===== src/rtl/gpio_axil_pkg.sv =====
// Shared types and constants for the GPIO AXI4-Lite request arbiter.
// Holds the master FSM state encoding, the GPIO register map and the AXI response codes.
// Also carries the round-robin pointer advance helper used by the top level.
package gpio_axil_pkg;

  // Master FSM states; one AXI4-Lite transaction in flight at a time.
  typedef enum logic [2:0] {
    IDLE    = 3'd0,
    WR_ADDR = 3'd1,
    WR_RESP = 3'd2,
    RD_ADDR = 3'd3,
    RD_DATA = 3'd4
  } state_e;

  // GPIO slave register map (byte addresses).
  localparam logic [3:0] GPIO_DATA_ADDR = 4'h0;
  localparam logic [3:0] GPIO_DIR_ADDR  = 4'h4;

  // AXI BRESP/RRESP encodings.
  localparam logic [1:0] RESP_OKAY   = 2'b00;
  localparam logic [1:0] RESP_EXOKAY = 2'b01;
  localparam logic [1:0] RESP_SLVERR = 2'b10;
  localparam logic [1:0] RESP_DECERR = 2'b11;

  // Round-robin successor of a granted index: (idx + 1) modulo n.
  function automatic int rr_next(input int idx, input int n);
    return (idx + 1 >= n) ? 0 : idx + 1;
  endfunction

endpackage


===== src/rtl/rr_arbiter.sv =====
// Round-robin winner selection: first set request at or after ptr, wrapping modulo N.
// Purely combinational, zero latency; the pointer register lives in the parent.
// No backpressure of its own; the parent decides when a grant is taken.
module rr_arbiter #(
  parameter int N  = 4,
  parameter int IW = (N > 1) ? $clog2(N) : 1
) (
  input  logic [N-1:0]  req,
  input  logic [IW-1:0] ptr,
  output logic [N-1:0]  grant,
  output logic [IW-1:0] idx,
  output logic          any
);

  // Scan N positions starting at ptr; the first requester found wins.
  always_comb begin
    int pos;
    pos   = 0;
    grant = '0;
    idx   = '0;
    any   = 1'b0;
    for (int k = 0; k < N; k++) begin
      pos = int'(ptr) + k;
      if (pos >= N) begin
        pos = pos - N;
      end
      if (!any && req[pos]) begin
        any        = 1'b1;
        grant[pos] = 1'b1;
        idx        = IW'(pos);
      end
    end
  end

endmodule


===== src/rtl/gpio_axil_arbiter.sv =====
// Shares one AXI4-Lite GPIO slave between NUM_REQ requesters via round-robin arbitration.
// Best case: request sampled c0, AW/W valid c1, B handshake c2, rsp_valid pulse c3.
// Requests wait while a transaction is in flight; AXI valids hold until their own ready.
module gpio_axil_arbiter
  import gpio_axil_pkg::*;
#(
  parameter int NUM_REQ            = 4,
  parameter int C_M_AXI_DATA_WIDTH = 32,
  parameter int C_M_AXI_ADDR_WIDTH = 4
) (
  input  logic                                  S_AXI_ACLK,
  input  logic                                  S_AXI_ARESETN,
  // requester side
  input  logic [NUM_REQ-1:0]                    req_valid,
  input  logic [NUM_REQ-1:0]                    req_write,
  input  logic [NUM_REQ*C_M_AXI_ADDR_WIDTH-1:0] req_addr,
  input  logic [NUM_REQ*C_M_AXI_DATA_WIDTH-1:0] req_wdata,
  input  logic [NUM_REQ*C_M_AXI_DATA_WIDTH/8-1:0] req_wstrb,
  output logic [NUM_REQ-1:0]                    req_ready,
  output logic [NUM_REQ-1:0]                    rsp_valid,
  output logic [C_M_AXI_DATA_WIDTH-1:0]         rsp_rdata,
  output logic [1:0]                            rsp_resp,
  output logic                                  busy,
  // AXI4-Lite master
  output logic [C_M_AXI_ADDR_WIDTH-1:0]         M_AXI_AWADDR,
  output logic                                  M_AXI_AWVALID,
  input  logic                                  M_AXI_AWREADY,
  output logic [C_M_AXI_DATA_WIDTH-1:0]         M_AXI_WDATA,
  output logic [C_M_AXI_DATA_WIDTH/8-1:0]       M_AXI_WSTRB,
  output logic                                  M_AXI_WVALID,
  input  logic                                  M_AXI_WREADY,
  input  logic [1:0]                            M_AXI_BRESP,
  input  logic                                  M_AXI_BVALID,
  output logic                                  M_AXI_BREADY,
  output logic [C_M_AXI_ADDR_WIDTH-1:0]         M_AXI_ARADDR,
  output logic                                  M_AXI_ARVALID,
  input  logic                                  M_AXI_ARREADY,
  input  logic [C_M_AXI_DATA_WIDTH-1:0]         M_AXI_RDATA,
  input  logic [1:0]                            M_AXI_RRESP,
  input  logic                                  M_AXI_RVALID,
  output logic                                  M_AXI_RREADY
);

  localparam int DW = C_M_AXI_DATA_WIDTH;
  localparam int AW = C_M_AXI_ADDR_WIDTH;
  localparam int SW = C_M_AXI_DATA_WIDTH / 8;
  localparam int IW = $clog2(NUM_REQ);

  // FSM and arbitration state
  state_e              state_q, state_d;
  logic [IW-1:0]       ptr_q, ptr_d;
  logic [IW-1:0]       gnt_q, gnt_d;

  // captured request fields, driven straight onto the AXI channels
  logic [AW-1:0]       addr_q, addr_d;
  logic [DW-1:0]       wdata_q, wdata_d;
  logic [SW-1:0]       wstrb_q, wstrb_d;

  // AXI valid flags
  logic                awvalid_q, awvalid_d;
  logic                wvalid_q, wvalid_d;
  logic                arvalid_q, arvalid_d;

  // requester-facing registered outputs
  logic [NUM_REQ-1:0]  req_ready_q, req_ready_d;
  logic [NUM_REQ-1:0]  rsp_valid_q, rsp_valid_d;
  logic [DW-1:0]       rsp_rdata_q, rsp_rdata_d;
  logic [1:0]          rsp_resp_q, rsp_resp_d;

  // arbiter results
  logic [NUM_REQ-1:0]  arb_grant;
  logic [IW-1:0]       arb_idx;
  logic                arb_any;

  rr_arbiter #(
    .N  (NUM_REQ),
    .IW (IW)
  ) u_rr_arbiter (
    .req   (req_valid),
    .ptr   (ptr_q),
    .grant (arb_grant),
    .idx   (arb_idx),
    .any   (arb_any)
  );

  // Next-state and datapath: arbitrate in IDLE, then walk one AXI transaction to completion.
  always_comb begin
    int sel;
    sel         = int'(arb_idx);
    state_d     = state_q;
    ptr_d       = ptr_q;
    gnt_d       = gnt_q;
    addr_d      = addr_q;
    wdata_d     = wdata_q;
    wstrb_d     = wstrb_q;
    awvalid_d   = awvalid_q;
    wvalid_d    = wvalid_q;
    arvalid_d   = arvalid_q;
    req_ready_d = '0;
    rsp_valid_d = '0;
    rsp_rdata_d = rsp_rdata_q;
    rsp_resp_d  = rsp_resp_q;

    case (state_q)
      IDLE: begin
        if (arb_any) begin
          // Accept pulse and AXI valids land on the same edge as the capture.
          req_ready_d = arb_grant;
          gnt_d       = arb_idx;
          ptr_d       = IW'(rr_next(sel, NUM_REQ));
          addr_d      = req_addr[sel*AW +: AW];
          wdata_d     = req_wdata[sel*DW +: DW];
          wstrb_d     = req_wstrb[sel*SW +: SW];
          if (req_write[sel]) begin
            awvalid_d = 1'b1;
            wvalid_d  = 1'b1;
            state_d   = WR_ADDR;
          end else begin
            arvalid_d = 1'b1;
            state_d   = RD_ADDR;
          end
        end
      end

      WR_ADDR: begin
        // AW and W complete independently; leave only once both have handshaken.
        if (awvalid_q && M_AXI_AWREADY) begin
          awvalid_d = 1'b0;
        end
        if (wvalid_q && M_AXI_WREADY) begin
          wvalid_d = 1'b0;
        end
        if (!awvalid_d && !wvalid_d) begin
          state_d = WR_RESP;
        end
      end

      WR_RESP: begin
        if (M_AXI_BVALID) begin
          rsp_resp_d           = M_AXI_BRESP;
          rsp_rdata_d          = '0;
          rsp_valid_d[gnt_q]   = 1'b1;
          state_d              = IDLE;
        end
      end

      RD_ADDR: begin
        if (M_AXI_ARREADY) begin
          arvalid_d = 1'b0;
          state_d   = RD_DATA;
        end
      end

      RD_DATA: begin
        if (M_AXI_RVALID) begin
          rsp_resp_d           = M_AXI_RRESP;
          rsp_rdata_d          = M_AXI_RDATA;
          rsp_valid_d[gnt_q]   = 1'b1;
          state_d              = IDLE;
        end
      end

      default: begin
        state_d   = IDLE;
        awvalid_d = 1'b0;
        wvalid_d  = 1'b0;
        arvalid_d = 1'b0;
      end
    endcase
  end

  // State registers; reset mid-transaction abandons it without a response.
  always_ff @(posedge S_AXI_ACLK or negedge S_AXI_ARESETN) begin
    if (!S_AXI_ARESETN) begin
      state_q     <= IDLE;
      ptr_q       <= '0;
      gnt_q       <= '0;
      addr_q      <= '0;
      wdata_q     <= '0;
      wstrb_q     <= '0;
      awvalid_q   <= 1'b0;
      wvalid_q    <= 1'b0;
      arvalid_q   <= 1'b0;
      req_ready_q <= '0;
      rsp_valid_q <= '0;
      rsp_rdata_q <= '0;
      rsp_resp_q  <= '0;
    end else begin
      state_q     <= state_d;
      ptr_q       <= ptr_d;
      gnt_q       <= gnt_d;
      addr_q      <= addr_d;
      wdata_q     <= wdata_d;
      wstrb_q     <= wstrb_d;
      awvalid_q   <= awvalid_d;
      wvalid_q    <= wvalid_d;
      arvalid_q   <= arvalid_d;
      req_ready_q <= req_ready_d;
      rsp_valid_q <= rsp_valid_d;
      rsp_rdata_q <= rsp_rdata_d;
      rsp_resp_q  <= rsp_resp_d;
    end
  end

  // Output mapping; response-channel readies follow the state so they are 0 in reset.
  assign req_ready     = req_ready_q;
  assign rsp_valid     = rsp_valid_q;
  assign rsp_rdata     = rsp_rdata_q;
  assign rsp_resp      = rsp_resp_q;
  assign busy          = (state_q != IDLE);
  assign M_AXI_AWADDR  = addr_q;
  assign M_AXI_AWVALID = awvalid_q;
  assign M_AXI_WDATA   = wdata_q;
  assign M_AXI_WSTRB   = wstrb_q;
  assign M_AXI_WVALID  = wvalid_q;
  assign M_AXI_BREADY  = (state_q == WR_RESP);
  assign M_AXI_ARADDR  = addr_q;
  assign M_AXI_ARVALID = arvalid_q;
  assign M_AXI_RREADY  = (state_q == RD_DATA);

endmodule


===== config.mk =====
export PLATFORM = sky130hd
export DESIGN_NAME = gpio_axil_arbiter
export DESIGN_NICKNAME = d
export VERILOG_FILES = /design/src/rtl/gpio_axil_pkg.sv /design/src/rtl/rr_arbiter.sv /design/src/rtl/gpio_axil_arbiter.sv
export SDC_FILE = /design/constraint.sdc
export NUM_CORES = 1
export LEC_CHECK = 0
export CAP_MARGIN = 15
export CORE_MARGIN = 2
export CORE_UTILIZATION = 38
export CTS_BUF_LIST = sky130_fd_sc_hd__clkbuf_16
export DETAILED_ROUTE_END_ITERATION = 8
export PLACE_DENSITY = 0.87
export SLEW_MARGIN = 30
export SYNTH_ARGS = -nofsm -noshare
export SYNTH_HDL_FRONTEND = slang
export SYNTH_SLANG_ARGS = --single-unit
export TNS_END_PERCENT = 10

===== constraint.sdc =====
create_clock -name S_AXI_ACLK -period 3.8 [get_ports S_AXI_ACLK]
set_clock_uncertainty 0.1 [all_clocks]
set_input_delay 0.76 -clock S_AXI_ACLK [delete_from_list [all_inputs] [get_ports S_AXI_ACLK]]
set_output_delay 0.76 -clock S_AXI_ACLK [all_outputs]
set_load 0.02 [all_outputs]

## Word level (Yosys, flattened, before mapping)

Cells that the tools add are included.

| word-level totals | value |
|---|---|
| register bits | 92 |
| bits of input ports | 211 |
| output and inout port bits | 92 |
| word-level logic and storage cells | 153 |

| operators by class | value |
|---|---|
| magnitude comparators | 16 |
| mux-type cells | 71 |
| shift operators | 3 |
| reductions and logical operators | 26 |
| add/subtract/negate cells | 8 |
| eq/ne operators | 11 |
| bitwise gates (word level) | 5 |

Operators by type and width:

| cell | count |
|---|---|
| $mux W32 | 6 |
| $ge A32 B1 Y1 const B | 4 |
| $lt A32 B4 Y1 const B | 4 |
| $shiftx A128 B8 Y32 | 1 |
| $ge A32 B4 Y1 const B | 3 |
| $sub A32 B4 Y32 const B | 3 |
| $pmux W32 S2 | 1 |
| $mux W4 | 8 |
| $shiftx A16 B5 Y4 | 2 |
| $mux W1 | 27 |
| $mux W2 | 8 |
| $mux W3 | 5 |
| $pmux W3 S5 | 1 |
| $ne A2 B2 Y1 const B | 7 |
| $or A4 B4 Y4 | 3 |
| $logic_and A1 B1 Y1 | 11 |
| $bmux W1 S2 | 5 |
| $demux W1 S2 | 5 |
| $pmux W1 S3 | 3 |
| $pmux W4 S2 | 1 |
| $add A2 B1 Y3 const B | 2 |
| $add A2 B2 Y3 const B | 2 |
| $eq A3 B2 Y1 const B | 2 |
| $lt A2 B3 Y1 const B | 2 |
| 17 further kinds | 24 |

## Longest topological paths before layout

| depth | value |
|---|---|
| depth after elaboration | 20 |
| mapped depth | 9 |
| gate-level depth less buffers | 7 |

## Modules after synthesis

A second synthesis with hierarchy kept.

| unflattened totals | value |
|---|---|
| cell total of the unflattened synthesis | 410 |
| area total of the unflattened synthesis | 5163.7 um^2 |

Modules (own cells, without submodules):

| module | area each (um^2) | cells each | seq. area each (um^2) | instances |
|---|---|---|---|---|
| gpio_axil_arbiter | 4703.3 | 362 | 2302.2 | 1 |
| rr_arbiter | 460.4 | 48 | 0.0 | 1 |

## Least setup slack after synthesis

OpenSTA, ideal clock, no wires.

| path | value |
|---|---|
| kind | reg2reg |
| start point | reg ptr_q[0] |
| end point | reg wdata_q[20], in the netlist M_AXI_WDATA[20] |
| path buffers | 2 |
| arrival | 2.732 ns |
| period minus slack after synthesis | 2.957 ns |
| setup slack | 0.843 ns |
| library setup time | 0.125 ns |
| stages on the path, launching flop included | 9 |
| required time | 3.575 ns |
| cells stage by stage | dfrtp_1 -> buf_2 -> inv_1 -> ha_1 -> nor2_1 -> a211oi_4 -> buf_6 -> mux4_2 -> mux2_2 |

| on the way | value |
|---|---|
| cells in the longest elaborated chain, start to end | 16 |
| elaborated cells on any way between the ends | 43 |
| classes of those cells | add/sub (7); order compare (4); shift (1); mux (24); reduce/logical (7) |

RTL lines:

| what | RTL line | RTL |
|---|---|---|
| from (decl) | gpio_axil_arbiter.sv:51 | `logic [IW-1:0] ptr_q, ptr_d;` |
| from (signal assigned) | gpio_axil_arbiter.sv:190 | `ptr_q <= ptr_d;` |
| branches (longest 16 deep; another with $sub A32 B4 Y32) | - |  |
| to (signal assigned) | gpio_axil_arbiter.sv:193 | `wdata_q <= wdata_d;` |
| to (decl) | gpio_axil_arbiter.sv:56 | `logic [DW-1:0] wdata_q, wdata_d;` |

Several ways; the timed one is not identified. The select of a mux whose other input is x is not followed.
A chain may end at the register's enable or synchronous reset.

## Worst setup path after layout

| path | value |
|---|---|
| start point | reg ptr_q[0] |
| end point | reg wdata_q[21], in the netlist M_AXI_WDATA[21] |

The elaborated chain is that of the path after synthesis.

==> results.sh <==
export IMPL_outcome="finished, final reports clean"
export IMPL_min_period_over_period=0.847
export IMPL_arrival_ns=3.34
export IMPL_ios=303
export IMPL_post_route_util=0.664
export IMPL_grt_pass1_vias=4961
export IMPL_ctsHoldBuffers=0
export IMPL_rsz0062_at_grt="no"
export IMPL_remaining_drc_errors=0
export IMPL_leakagePower_nw=3.53
export IMPL_cp_startpoint="ptr_q[0]$_DFFE_PN0P_"
export IMPL_syn_area_um2=5020
export IMPL_synthArstFlopShare=1.00
export IMPL_required_ns=3.92
export IMPL_hold_viol_final=0
export IMPL_place_congestion=0.952
export IMPL_nets=925
export IMPL_drt_iter0_drc=253
export IMPL_postSynthCellCount=416
export IMPL_grt_max_degree=47
export IMPL_fmax_mhz=311
export IMPL_crit_path_end_kind="flip-flop"
export IMPL_crit_fanout=16
export IMPL_switching_share=0.384
export IMPL_syn_avg_cell_area_um2=12.1
export IMPL_hold_path_class="in -> async"
export IMPL_postPlaceCellArea_um2=8190
export IMPL_critPathBufInv=2
export IMPL_core_area_um2=12800
export IMPL_clk_pin_slew_ns=0.07
export IMPL_synthDistinctLibCells=40
export IMPL_drive_gt1_frac=0.158
export IMPL_die_w_um=119
export IMPL_clk_latency_ns=0.34
export IMPL_min_period_ns=3.22
export IMPL_dp_hpwl_um=13600
export IMPL_p_per_area_nw_per_um2=751
export IMPL_viasPerCell=5.27
export IMPL_synth_fp_nets=631
export IMPL_cts_buffers=9
export IMPL_dr_pass1_iters=4
export IMPL_pwr_share_comb=0.607
export IMPL_die_area_um2=14100
export IMPL_antenna_cells=0
export IMPL_cpPeakStageDelay_ns=0.68
export IMPL_setup_viol_count_final=0
export IMPL_finish_instance_area_um2=8480
export IMPL_peakVddDrop_v=0.000380
export IMPL_finalMaxSlewViolations=0
export IMPL_start_util=0.393
export IMPL_cts_tree="done"
export IMPL_grtUsageTotal=0.240
export IMPL_crit_family="multiplexers"
export IMPL_ys_ff_latch=92
export IMPL_ys_seq_area_frac=0.459
export IMPL_port_buffers=302
export IMPL_yosysWarnings=0
export IMPL_h_tree_depth=3
export IMPL_critPathLaunchType="flip-flop"
export IMPL_grt_pass1_wl_um=26200
export IMPL_final_common_cell="clkdlybuf4s50_1"
export IMPL_dp_cells=871
export IMPL_cap_violations=0
export IMPL_antenna_found_initial=0
export IMPL_cts_resized=0
export IMPL_worst_pin_slew_ns=0.733
export IMPL_power_switching_mw=2.44
export IMPL_p_clk_frac=0.138
export IMPL_ant_nets=0
export IMPL_tns_ns=0
export IMPL_synth_ff_type="dfrtp_1"
export IMPL_post_drt_wl_per_cell_um=18.9
export IMPL_dieHeight_um=119
export IMPL_root_buffer="clkbuf_16"
export IMPL_r2r_start="ptr_q[0]$_DFFE_PN0P_"
export IMPL_crit_type="reg -> reg"
export IMPL_cts_sinks=92
export IMPL_route_vias_total=4678
export IMPL_seqPwrFrac=0.254
export IMPL_synth_edff_count=0
export IMPL_rows=41
export IMPL_area_delta_synth_final_pct=69.0
export IMPL_stdcell_count=887
export IMPL_layout_common_cells="301 x clkdlybuf4s50_1, 92 x dfrtp_1, 81 x nand2_1"
export IMPL_drt_total_wl_um=16800
export IMPL_clk_path_buf_depth=2
export IMPL_cts_setup_buffers=0
export IMPL_p_int_mw=3.92
export IMPL_finalPower_mw=6.37
export IMPL_crit_chain="inv_1 > ha_1 > nor2_1 > a211oi_4 > buf_4 > mux4_2 > mux2_2"
export IMPL_critPathSlowestCell="dfrtp_1"
export IMPL_relSlewSlack=0.497
export IMPL_overflow=0
layer usage:
metal	track usage	part of all wire
met1	0.264	0.37
met2	0.451	0.54
met3	0.0493	0.065
met4	0.0878	0.028
met5	0	0
cells in the mapped netlist, drive strengths merged (6+ instances only):
cell type	instances	area [µm²]
nand3	35	175
buf	18	143
mux2	44	495
inv	6	22.5
mux2i	8	80.1
dfrtp	92	2300
nand2	81	304
nor2	17	63.8
a21oi	8	40.0
clkbuf	13	48.8
mux4	41	938
o21ai	12	60.1
worst reg2reg max path, cell delays in order (launching register included):
cell and delay (ns):
dfrtp_1 0.68, inv_1 0.21, ha_1 0.49, nor2_1 0.12
a211oi_4 0.30, buf_4 0.36, mux4_2 0.56, mux2_2 0.28
power by group through the flow:
stage	sequential [mW]	clock [mW]	combinational (mW)
floorplan	1.98	0	2.12
global placement	1.61	0	3.79
detailed placement	1.63	0	3.91
CTS	1.62	0.904	3.91
global route	1.67	0.942	4.13
finish	1.62	0.882	3.87
sequential cells by signal (all words and copies together) (netlist names):
name and count:
gnt_q 2, M_AXI_WVALID 1, M_AXI_ARVALID 1, rsp_valid 4, M_AXI_AWVALID 1, rsp_resp 2, ptr_q 2, M_AXI_ARADDR 4
rsp_rdata 32, M_AXI_WSTRB 4, M_AXI_WDATA 32, state_q 3, req_ready 4
cell families after synthesis:
| family | after synthesis | synth area share |
|---|---|---|
| xor+xnor | 3 | 0.00524 |
| compound gates | 44 | 0.0611 |
| fa+ha+maj | 4 | 0.00998 |
| buf+inv | 37 | 0.0426 |
| mux | 93 | 0.302 |
| simple gates | 143 | 0.120 |
| flops | 92 | 0.459 |
final timing paths:
| path | endpoint | slack, ns | depth (start not counted) |
|---|---|---|---|
| worst max-delay path | M_AXI_WDATA[21]$_DFFE_PN0P_ | 0.58 | 7 |
| worst min-delay path | rsp_rdata[29]$_DFFE_PN0P_ | 0.17 | 1 |
| worst max register to register | M_AXI_WDATA[21]$_DFFE_PN0P_ | 0.58 | 7 |
| worst min register to register | rsp_rdata[21]$_DFFE_PN0P_ | 0.37 | 2 |
| max in group asynchronous | M_AXI_ARVALID$_DFFE_PN0P_ | 2.59 | 2 |
| min in group S_AXI_ACLK | rsp_rdata[21]$_DFFE_PN0P_ | 0.37 | 2 |
per-stage QoR:
stage / setup WS (ns) / hold slack [ns]
finish: 0.583 / 0.166
global placement: 0.403 / 0.351
global route: 0.335 / 0.174
detailed placement: 0.289 / 0.360
CTS: 0.560 / 0.161
floorplan: 0.843 / 0.344
layout make-up:
type                    count  area (µm²)
clock buffers               9         225
clock inverters             7        67.6
fillers                   945        4300
inverters                   6        22.5
multi-input cells         287        2520
flip-flops and latches     92        2300
well taps                 172         215
repair buffers            314        3120
No activity file was read; power rests on OpenSTA's default activity.
